==> src/rtl/psum_drain.sv <==
// Psum drain: reads a run of scratchpad words (with address wrap) and streams them out
// over valid/ready, buffering returned data so downstream stalls never drop a word.
module psum_drain #(
  parameter int DATA_W = 8,
  parameter int ADDR_W = 6,
  parameter int DEPTH  = 64,
  parameter int FIFO_D = 4
) (
  input  logic              clk,
  input  logic              rst,
  input  logic              start,
  input  logic [ADDR_W-1:0] base_addr,
  input  logic [ADDR_W:0]   num_entries,
  output logic              spad_rd,
  output logic [ADDR_W-1:0] spad_addr,
  input  logic [DATA_W-1:0] spad_data,
  output logic              out_valid,
  output logic [DATA_W-1:0] out_data,
  output logic              out_last,
  input  logic              out_ready,
  output logic              busy,
  output logic              done
);

  localparam int CW = ADDR_W + 1;
  localparam int PW = (FIFO_D > 1) ? $clog2(FIFO_D) : 1;
  localparam int OW = $clog2(FIFO_D + 3);

  typedef enum logic [1:0] {IDLE, RUN, FIN} state_t;

  state_t            state, state_nx;
  logic [CW-1:0]     num_q;
  logic [CW-1:0]     issued;
  logic [CW-1:0]     push_idx;
  logic [ADDR_W-1:0] next_addr;
  logic              rd_d1;
  logic [DATA_W:0]   mem [FIFO_D];
  logic [PW-1:0]     wp, rp;
  logic [OW-1:0]     count;

  logic [CW-1:0]     num_clamped;
  logic              accept;
  logic              push, pop, push_last, last_hs, issue;
  logic [OW-1:0]     occ_after;
  logic [DATA_W:0]   head;

  function automatic logic [ADDR_W-1:0] addr_inc(input logic [ADDR_W-1:0] a);
    return (a == ADDR_W'(DEPTH - 1)) ? '0 : a + 1'b1;
  endfunction

  function automatic logic [PW-1:0] ptr_inc(input logic [PW-1:0] p);
    return (p == PW'(FIFO_D - 1)) ? '0 : p + 1'b1;
  endfunction

  assign num_clamped = (num_entries > CW'(DEPTH)) ? CW'(DEPTH) : num_entries;
  assign accept      = (state == IDLE) && start;

  assign head      = mem[rp];
  assign out_valid = (count != '0);
  assign out_data  = out_valid ? head[DATA_W-1:0] : '0;
  assign out_last  = out_valid & head[DATA_W];

  assign push      = rd_d1;
  assign push_last = (push_idx == num_q - CW'(1));
  assign pop       = out_valid & out_ready;
  assign last_hs   = pop & out_last;

  // Occupancy the FIFO will have after this edge, counting the read still in its
  // return cycle; a new read may only issue if a slot remains for it.
  assign occ_after = count + OW'(push) + OW'(spad_rd) - OW'(pop);
  assign issue     = (state == RUN) && !last_hs && (issued < num_q) &&
                     (occ_after < OW'(FIFO_D));

  // ---------------- FSM: state register ----------------
  always_ff @(posedge clk or posedge rst) begin
    if (rst) state <= IDLE;
    else     state <= state_nx;
  end

  // ---------------- FSM: next state ----------------
  always_comb begin
    state_nx = state;
    unique case (state)
      IDLE: if (start) state_nx = (num_clamped == '0) ? FIN : RUN;
      RUN:  if (last_hs) state_nx = FIN;
      FIN:  state_nx = IDLE;
      default: state_nx = IDLE;
    endcase
  end

  // ---------------- FSM: outputs ----------------
  always_comb begin
    busy = 1'b0;
    done = 1'b0;
    unique case (state)
      RUN:     busy = 1'b1;
      FIN:     begin busy = 1'b1; done = 1'b1; end
      default: ;
    endcase
  end

  // ---------------- read issue ----------------
  always_ff @(posedge clk or posedge rst) begin
    if (rst) begin
      spad_rd   <= 1'b0;
      spad_addr <= '0;
      next_addr <= '0;
      issued    <= '0;
      num_q     <= '0;
      rd_d1     <= 1'b0;
    end else begin
      rd_d1 <= spad_rd;
      if (accept) begin
        num_q     <= num_clamped;
        spad_addr <= base_addr;
        next_addr <= addr_inc(base_addr);
        spad_rd   <= (num_clamped != '0);
        issued    <= (num_clamped != '0) ? CW'(1) : '0;
      end else if (issue) begin
        spad_rd   <= 1'b1;
        spad_addr <= next_addr;
        next_addr <= addr_inc(next_addr);
        issued    <= issued + CW'(1);
      end else begin
        spad_rd   <= 1'b0;
      end
    end
  end

  // ---------------- return buffer ----------------
  always_ff @(posedge clk or posedge rst) begin
    if (rst) begin
      for (int i = 0; i < FIFO_D; i++) mem[i] <= '0;
      wp       <= '0;
      rp       <= '0;
      count    <= '0;
      push_idx <= '0;
    end else begin
      if (accept) push_idx <= '0;
      if (push) begin
        mem[wp]  <= {push_last, spad_data};
        wp       <= ptr_inc(wp);
        push_idx <= push_idx + CW'(1);
      end
      if (pop) rp <= ptr_inc(rp);
      unique case ({push, pop})
        2'b10:   count <= count + OW'(1);
        2'b01:   count <= count - OW'(1);
        default: count <= count;
      endcase
    end
  end

endmodule

==> config.mk <==
export PLATFORM = sky130hd
export DESIGN_NAME = psum_drain
export DESIGN_NICKNAME = d
export VERILOG_FILES = /design/src/rtl/psum_drain.sv
export SDC_FILE = /design/constraint.sdc
export NUM_CORES = 1
export LEC_CHECK = 0
export ABC_CLOCK_PERIOD_IN_PS = 3500
export BUFFER_PORTS_ARGS = -buffer_cell sky130_fd_sc_hd__clkbuf_2
export CORE_UTILIZATION = 55
export CTS_BUF_LIST = sky130_fd_sc_hd__clkbuf_8
export DETAILED_ROUTE_END_ITERATION = 10
export PLACE_DENSITY = 0.76
export SETUP_SLACK_MARGIN = 0.2
export SYNTH_ARGS = -nofsm -noshare
export SYNTH_HDL_FRONTEND = slang
export SYNTH_SLANG_ARGS = --single-unit
==> constraint.sdc <==
create_clock -name clk -period 3.5 [get_ports clk]
set_input_delay 0.7 -clock clk [delete_from_list [all_inputs] [get_ports clk]]
set_output_delay 0.7 -clock clk [all_outputs]
set_load 0.005 [all_outputs]
### Word-level counts from Yosys, hierarchy flattened

Cells that the tools add are included.

* register bits: 80
* input bits: 25

* $add $sub $neg: 12
* order comparisons: 6
* equality and inequality tests: 11
* muxes and demuxes: 30
* bitwise logic cells: 5
* reduce and logical (&&, ||, !) cells: 15

Operators with widths (number)
* bitwise mux 36 bit: 1
* 2-to-1 mux 6 bit: 6
* 2-to-1 mux 7 bit: 5
* 2-to-1 mux 9 bit: 3
* binary-select mux 9 bit (select 2 bit): 1
* demux 9 bit (select 2 bit): 1
* adder 7 x 1 -> 7 bit, second input constant: 2
* adder 6 x 1 -> 6 bit, second input constant: 2
* == test 6 bit, second input constant: 2
* 2-to-1 mux 2 bit: 5
* == test 2 bit, second input constant: 4
* 2-to-1 mux 8 bit: 1
* == test 7 bit: 1
* greater-than comparator 7 bit, second input constant: 1
* zero test 7 bit: 1
* < comparator 7 bit: 1
* nonzero test 7 bit: 1
* subtractor 7 x 1 -> 7 bit, second input constant: 1
* adder 3 x 1 -> 3 bit: 2
* greater-or-equal comparator 3 bit, second input constant: 2
* inverter 2 -> 3 bit: 2
* case mux 3 bit (2 select lines): 1
* nonzero test 2 bit: 3
* logical AND 1 bit: 5
* 16 further kinds: 25

### Depth between registers and ports, before layout

Gate-level depths: netlist of the first run.

* word-level depth: 12
* gate-level depth with buffers: 13

### Worst setup path before layout of the first run

Ideal clock, no wire load.

* path kind: reg2reg
* start: reg count[0]
* end: reg issued[0]
* library setup time: 0.082 ns
* arrival time: 2.683 ns
* path slack: 0.736 ns
* cell stages (with the launch flop): 14
* buffers on the path: 2
* cells stage by stage: dfrtp_1 or3_4 nand2_2 inv_2 ha_1 inv_1 ha_1 nand3_1 and3_1 o21ai_0 clkbuf_1 clkbuf_1 o21ai_0 a31oi_1

* cells in the longest elaborated chain, start to end: 8

Ends and longest elaborated chain
* from (decl): RTL line 39 `logic [OW-1:0] count;`
* from (signal assigned): RTL line 147 `2'b10: count <= count + OW'(1);`
* from (signal assigned): RTL line 148 `2'b01: count <= count - OW'(1);`
* from (signal assigned): RTL line 149 `default: count <= count;`
* nonzero test 3 bit (*): RTL line 59 `assign out_valid = (count != '0);`
* bitwise AND 1 bit (*): RTL line 65 `assign pop = out_valid & out_ready;`
* named net pop: RTL line 43 `logic push, pop, push_last, last_hs, issue;`
* parallel branches: the longest is 4 deep, another holds subtractor 3 x 1 -> 3 bit
* logical AND 1 bit (*): RTL line 71 `assign issue = (state == RUN) && !last_hs && (issued < num_q) &&`
* nonzero test 2 bit (no source line) (*)
* to (signal assigned): RTL line 118 `issued <= (num_clamped != '0) ? CW'(1) : '0;`
* to (signal assigned): RTL line 123 `issued <= issued + CW'(1);`
* to (decl): RTL line 33 `logic [CW-1:0] issued;`

Mark *: on every way through the listed nets, which the timed path passes.
A chain may end at the register's enable or synchronous reset.

### Final worst setup path of the first run

* start: reg count[0]
* end: reg next_addr[0]

* cells in the longest elaborated chain, start to end: 8

Ends and longest elaborated chain
* nonzero test 3 bit (*): RTL line 59
* bitwise AND 1 bit (*): RTL line 65
* named net pop: RTL line 43
* parallel branches: the longest is 4 deep, another holds subtractor 3 x 1 -> 3 bit
* logical AND 1 bit (*): RTL line 71
* nonzero test 2 bit (no source line) (*)
* to (signal assigned): RTL line 116 `next_addr <= addr_inc(base_addr);`
* to (signal assigned): RTL line 122 `next_addr <= addr_inc(next_addr);`
* to (decl): RTL line 35 `logic [ADDR_W-1:0] next_addr;`

Marks and branches as above.

==> results.txt, run 1 <==
----------------------------------------------------
[Outcome]
  Run status ... finished clean

[Place]
  Final GP Congestion ... 0.8441
  Area after DPL ... 4710 sq um
  Count of input and output buffers ... 43
  Placed instance count ... 543
  HPWL reported at the end of detailed placement ... 6268 microns

[STA]
  Total count of hold-check failures in the final report ... 0
  Setup-failing EPs final ... 0
  Final TNS setup ... 0 ns
  Final worst path period share ... a little under nine tenths
  Pin slew with the least headroom to its limit ... 0.8654 ns
  Number of pins with negative max-slew slack in the final report ... 0
  Achievable Freq ... 0.3322 GHz
  Slew headroom ... 42.17%
  Time the worst path needs with I/O delays and setup ... 3.010 ns
  Unrepaired setup endpoints after global routing ... no
  Setup skew after layout ... ~0.0069 ns

[Logic synthesis]
  Yosys warns ... 0
  Area share of the largest cell type after synthesis ... a little under half
  Post-Synthesis Net Count ... 458
  Ys async rst share ... 100.0%
  Leading register cell type out of synthesis ... dfrtp_1
  Mapped Area ... 4384 sq um
  Sequential cell area fraction in the yosys report ... approximately 46%
  Post-Syn Area per Cell ... 10.72 sq um
  Count of flip-flops with a built-in enable after synthesis ... 0
  Library cell with the highest instance count after synthesis ... dfrtp_1
  Synth Register Bits ... 80
  Yosys cell types ... 49
  Synth Instances ... 409
  Commonest cells in the netlist ... dfrtp_1 (80), mux2_2 (36), nand2_1 (34)
  Cell type contributing the most total cell area after synthesis ... dfrtp_1
  Synth top area cells ... dfrtp_1 (46%), mux2_2 (9.2%), ha_1 (6.6%), mux4_2 (4.6%), o21ai_0 (3.1%)

[Clock network]
  Maximum buffer depth of the clock tree ... 2
  Clock transition at the registers of the reported paths ... 0.09 ns
  Number of setup buffers added after CTS ... 0
  H-tree depth reported by CTS ... 3
  Later-pin clock latency in the skew report ... 0.34 ns
  Sink count of the clock tree ... 80
  Post-CTS sizing ... 0
  Number of hold buffers added after CTS ... 0
  Root Buffer Master ... clkbuf_8
  TritonCTS clock tree ... built
  Inserted Clock Buffers ... 9

[Critical path]
  Startpoint types ... flip-flop
  Worst flop-to-flop path startpoint ... count[0]$_DFFE_PP0P_
  Data required, critical path ... 3.73 ns
  CP Data Arrival Time ... 3.24 ns
  Setup slack of the most critical reg-to-reg path ... 0.49 ns
  Worst Reg-to-Reg Cells ... 11
  Category of the critical setup timing path ... reg -> reg
  Kind of end point of the critical path ... flip-flop
  End of the worst register-to-register path ... next_addr[0]$_DFFE_PP0P_
  Max Fanout on Critical Path ... 12

[Run]
  Max-cap viol count ... 0

[Cells and area]
  Share of final-layout standard cells stronger than drive strength 1 ... 25.16%
  Net total in the final layout ... 501
  Core Util, Final ... 63.91%
  Number of diodes added for antenna fixing ... 0
  Area overhead of the layout relative to synthesis ... 12.64%
  Area of all placed cells without fillers ... 4938 sq um
  Non-Filler Instances ... 559

[Drt]
  Via density per instance ... 5.733
  Number of design rule violations left after detail routing ... 0
  Count of routing violations after the opening detailed-route iteration ... between 100 and 150
  First-pass iteration count of the detailed router ... 4
  Final WL ... between 8000 and 9000 microns
  Vias post-DR ... ~3200
  Wire length per cell ... 15.83 microns
  Post-DRT Antenna Nets ... 0

[Global routing]
  Number of global-route vias before repair ... 3174
  GRT Resource Usage Total ... 23.03%
  Wire length of the first global-routing pass ... 15080 microns
  Final global-route overflow total ... 0
  Largest net degree at the start of global routing ... 46
  Antenna violations before repair ... 0

[Floorplan]
  Horiz. Die Dim ... slightly above 90 microns
  Die Outline Area ... 8332 sq um
  Std-Cell Core Area ... 7727 sq um
  Top Ports ... 44
  Height of the chip ... roughly 91 microns
  Total number of placement rows ... 32
  Initial Utilization ... a little under three fifths

[Min path]
  Destination of the worst hold path ... push$_DFF_PP0_
  Startpoint of the tightest hold check path ... spad_rd$_DFF_PP0_
  Hold Path Class ... reg -> reg
  Worst hold path depth ... 0

[Power]
  Cell Pwr Density ... 919.5 nW/um^2
  Worst ir drop on vdd ... 0.4286 mV
  Power consumption ... between 4000 and 5000 uW
  Leakage power figure ... 0.002229 uW

----------------------------------------------------
state kept, by name, summed over array words and instances, names as in the netlist, 2 cells and up:
signal and cells:
mem 36, num_q 7, issued 7, next_addr 6, state 2, count 3
push_idx 7, rp 2, wp 2, spad_addr 6
metal layers:
metal  vias up  part of all wire (%)  GRT usage (%)  wire, microns
met4         0                   1.3          7.143            115
met3        12                   3.5          4.020            307
met2        71                    48          37.37           4277
met5         -                     0              0              0
met1      1541                    47          31.70           4147
li1       1581                     -              -              -
layout make-up:
| type | instances | area, sq um |
|---|---|---|
| fill | 601 | 2789 |
| multi-input combinational | 291 | 2228 |
| sequential | 80 | 2002 |
| timing repair buffer | 49 | 272.8 |
| clock buffer | 10 | 137.6 |
| tap | 102 | 127.6 |
| clock inverter | 6 | 91.34 |
| inverter | 21 | 78.83 |
worst max-delay path by stage:
stage	from	end	slack (ns)	depth (start not counted)
after detailed placement	count[0]$_DFFE_PP0P_	next_addr[0]$_DFFE_PP0P_	0.49	11
after CTS	count[0]$_DFFE_PP0P_	next_addr[0]$_DFFE_PP0P_	0.48	11
after global routing	count[0]$_DFFE_PP0P_	next_addr[0]$_DFFE_PP0P_	0.28	11
final	count[0]$_DFFE_PP0P_	next_addr[0]$_DFFE_PP0P_	0.49	11
after global placement	count[0]$_DFFE_PP0P_	next_addr[0]$_DFFE_PP0P_	0.59	11
after floorplan	count[0]$_DFFE_PP0P_	issued[0]$_DFFE_PP0P_	0.74	13
worst max-delay path: stages, from the launching register on:
cell and delay (ns):
dfrtp_1 0.42, or3_4 0.46, nand2_2 0.14, inv_2 0.07, ha_1 0.27, inv_1 0.04, ha_1 0.26, nand3_1 0.07
a21oi_1 0.17, o21a_1 0.39, nand2_1 0.25, a221o_1 0.36
cell usage in the layout, fill, tap and decap left out, types with 5 or more instances in the layout:
cell type and count:
ha_1 23, and2_1 15, nor2_1 9, nor3_1 9, nand3b_1 6, nand4_1 8, xnor2_1 6, o211ai_1 10
a21oi_1 14, clkbuf_2 43, buf_4 5, mux2_2 36, xor2_1 10, nand3_1 23, clkbuf_8 10, mux4_2 9
inv_1 19, nand2_1 34, dfrtp_1 80, o21ai_0 26, o31ai_1 6
per-stage QoR:
step / setup WS (ns) / hold slack [ns]
after floorplan: 0.7355 / 0.3965
after global placement: 0.5944 / 0.4101
after detailed placement: 0.4934 / 0.4082
after CTS: 0.4833 / 0.4194
after global routing: 0.2837 / 0.4449
final: 0.4901 / 0.4186
report_power, final:
part | switching (uW) | internal [uW]
combinational | 1110 | 1030
sequential | 302 | 1320
clock | 353 | 425
logic make-up after synthesis:
logic type      Yosys count  share of synthesized area [%]
xor+xnor                 16                          3.196
buf+inv                  38                          3.510
simple gates            126                          15.04
compound gates           79                          11.47
fa+ha+maj                24                          7.021
mux                      46                          14.10
flops                    80                          45.66
(Power assumes the default switching activity.)
==> run 2: changes to the inputs <==
- ABC_CLOCK_PERIOD_IN_PS: 3500 -> 3000
- clock period: 3.5 -> 3 ns (I/O delays scaled with it)
==> run 2 against run 1 <==
Against the previous run: sequential power is 15% higher; clock skew grew 0.0048 ns; sequential share of layout area decreased by 1.5 points; first-iteration DRC count shrank 20%; worst hold slack worse by 0.11 ns; clock power up 6.4%; setup slack worse by 0.22 ns.
==> results.txt, run 2 (synthesized netlist as in run 1, its figures left out) <==
----------------------------------------------------
[Outcome]
  Run status ... finished clean

[Critical path]
  Category of the critical setup timing path ... reg -> reg
  Standard cell with the maximum stage delay on the critical path ... or4_4
  Max Fanout on Critical Path ... 5
  Startpoint types ... flip-flop
  Cell mode on critical path ... ha_4
  Number of buffer and inverter instances along the worst setup path ... 3
  Cell chain of the critical path ... or3_4 > nand2_4 > inv_4 > ha_4 > inv_2 > ha_4 > a21oi_4 > and3_4 > o21ai_4 > clkbuf_16 > or4_4 > a21oi_2
  Data required, critical path ... 3.29 ns
  Crit path max-delay family ... simple AND/OR/NAND/NOR gates
  CP Data Arrival Time ... 3.02 ns
  Kind of end point of the critical path ... flip-flop
  Setup slack of the most critical reg-to-reg path ... 0.27 ns
  Longest individual stage delay on the worst path ... 0.47 ns

[Cells and area]
  Share of final-layout standard cells stronger than drive strength 1 ... a little under a third
  Register containing the most flip-flops in the final layout ... mem
  Number of diodes added for antenna fixing ... 0
  Net total in the final layout ... approximately 500
  Area occupied by registers ... between 2000 and 2500 sq um
  Commonest non-fill, non-tap cell in the layout ... dfrtp_1
  Leading cell types in the layout, fill and taps excluded ... dfrtp_1 (80), clkbuf_2 (43), mux2_2 (36)
  Flip-flop count of the largest register after layout ... 36
  Core Util, Final ... between 60% and 70%
  Filler Cell Count ... 589
  Area overhead of the layout relative to synthesis ... 16.98%
  Multi-input gate area ... 2330 sq um

[STA]
  Final TNS setup ... 0 ns
  Total count of hold-check failures in the final report ... 0
  Pin slew with the least headroom to its limit ... 0.7765 ns
  Time the worst path needs with I/O delays and setup ... 2.730 ns
  Setup skew after layout ... 0.01172 ns
  Unrepaired setup endpoints after global routing ... no
  Number of pins with negative max-slew slack in the final report ... 0
  Achievable Freq ... 0.3664 GHz
  Setup-failing EPs final ... 0
  Final worst path period share ... 90.99%
  Slew headroom ... 47.76%

[Power]
  Worst ir drop on vdd ... 0.4886 mV
  Cell Pwr Density ... 1113 nW/um^2
  Leakage power figure ... around 0.0023 uW

[Drt]
  Vias post-DR ... between 3000 and 4000
  Number of design rule violations left after detail routing ... 0
  Wire length per cell ... 16.49 microns
  Post-DRT Antenna Nets ... 0
  Via density per instance ... 5.960
  Final WL ... 9434 microns
  First-pass iteration count of the detailed router ... 4
  Count of routing violations after the opening detailed-route iteration ... about 120

[Global routing]
  Number of global-route vias before repair ... about 3200
  Most utilized layer in the global route result ... met2
  Final global-route overflow total ... 0
  Antenna violations before repair ... 0
  GR Layer Usage met2 ... 38.32%
  GR met1 Demand/Resource ... 32.09%
  Met3 usage ... 3.853%
  Wire length of the first global-routing pass ... 15370 microns
  GRT Resource Usage Total ... 23.48%
  Largest net degree at the start of global routing ... 35

[Min path]
  Hold Path Class ... in -> async

[Floorplan]
  Initial Utilization ... 56.74%
  Top Ports ... between 40 and 50
  Horiz. Die Dim ... roughly 91 microns
  Total number of placement rows ... 32
  Std-Cell Core Area ... 7727 sq um
  Die Outline Area ... 8332 sq um
  Height of the chip ... 91.28 microns

[Clock network]
  Clock transition at the registers of the reported paths ... 0.09 ns
  TritonCTS clock tree ... built
  Maximum buffer depth of the clock tree ... 2
  Sink count of the clock tree ... 80
  H-tree depth reported by CTS ... 3
  Root Buffer Master ... clkbuf_8
  Later-pin clock latency in the skew report ... 0.36 ns
  Inserted Clock Buffers ... 9

[Place]
  HPWL reported at the end of detailed placement ... 6433 microns
  Final GP Congestion ... 0.9008
  Count of input and output buffers ... 43

[Run]
  Max-cap viol count ... 0

----------------------------------------------------
run 2: cell count changes in the layout (fill, tap and decap cells not counted), moves of 3 or more:
cell     change
a21oi_1      -4
buf_4       +11
ha_1         -3
ha_4         +3
run 2: final timing paths:
check	from	cells past startpoint	endpoint
min in group clk	spad_rd$_DFF_PP0_	0	push$_DFF_PP0_
max in group asynchronous	rst	3	issued[4]$_DFFE_PP0P_
max	count[0]$_DFFE_PP0P_	12	issued[3]$_DFFE_PP0P_
min	rst	2	mem[14]$_DFFE_PP0P_
min reg2reg	spad_rd$_DFF_PP0_	0	push$_DFF_PP0_
max reg2reg	count[0]$_DFFE_PP0P_	12	issued[3]$_DFFE_PP0P_
run 2: routing by layer:
metal	up-vias	wire, microns
met2	99	4712
met3	11	409
met5	-	0
met1	1703	4203
met4	0	109
li1	1596	-
run 2: metrics by stage:
stage / total power (uW) / cell area (sq um) / worst slack (ns) / hold slack [ns] / instances
final: 5711 / 5129 / 0.2704 / 0.3060 / 572
after global placement: 4397 / 4740 / 0.2157 / 0.4123 / 547
after CTS: 5377 / 4967 / 0.2015 / 0.3247 / 565
after floorplan: 3715 / 4384 / 0.2355 / 0.3965 / 409
after global routing: 6121 / 5129 / 0.1732 / 0.3628 / 572
after detailed placement: 4520 / 4740 / 0.1245 / 0.4158 / 547
run 2: area by class of cell:
| cell class | instances | share of cell area [%] |
|---|---|---|
| sequential | 80 | 39.03 |
| tap | 102 | 2.488 |
| timing repair buffer | 62 | 7.465 |
| clock buffer | 9 | 2.415 |
| clock inverter | 7 | 1.586 |
| multi-input combinational | 291 | 45.43 |
| inverter | 21 | 1.586 |
run 2: report_power, final:
part / leakage [uW] / switching, uW / total (uW) / internal (uW)
combinational: 0.00121 / 1510 / 3010 / 1500
sequential: 0.000984 / 322 / 1870 / 1550
clock: 0.000105 / 435 / 829 / 395
total: 0.00229 / 2270 / 5710 / 3440
run 2: repair_timing:
action | CTS | global route
setup buffers | 2 | 5
pin swaps | 1 | 8
resized for setup | 2 | 18
endpoints found under the setup margin | 3 | 6
hold buffers | 0 | 0
gates cloned | 0 | 2
run 2: worst register-to-register path, cell delays in order, from the launching register on:
cell,delay (ns)
dfrtp_1,0.39
or3_4,0.40
nand2_4,0.10
inv_4,0.05
ha_4,0.26
inv_2,0.04
ha_4,0.15
a21oi_4,0.18
and3_4,0.23
o21ai_4,0.09
clkbuf_16,0.18
or4_4,0.47
a21oi_2,0.12
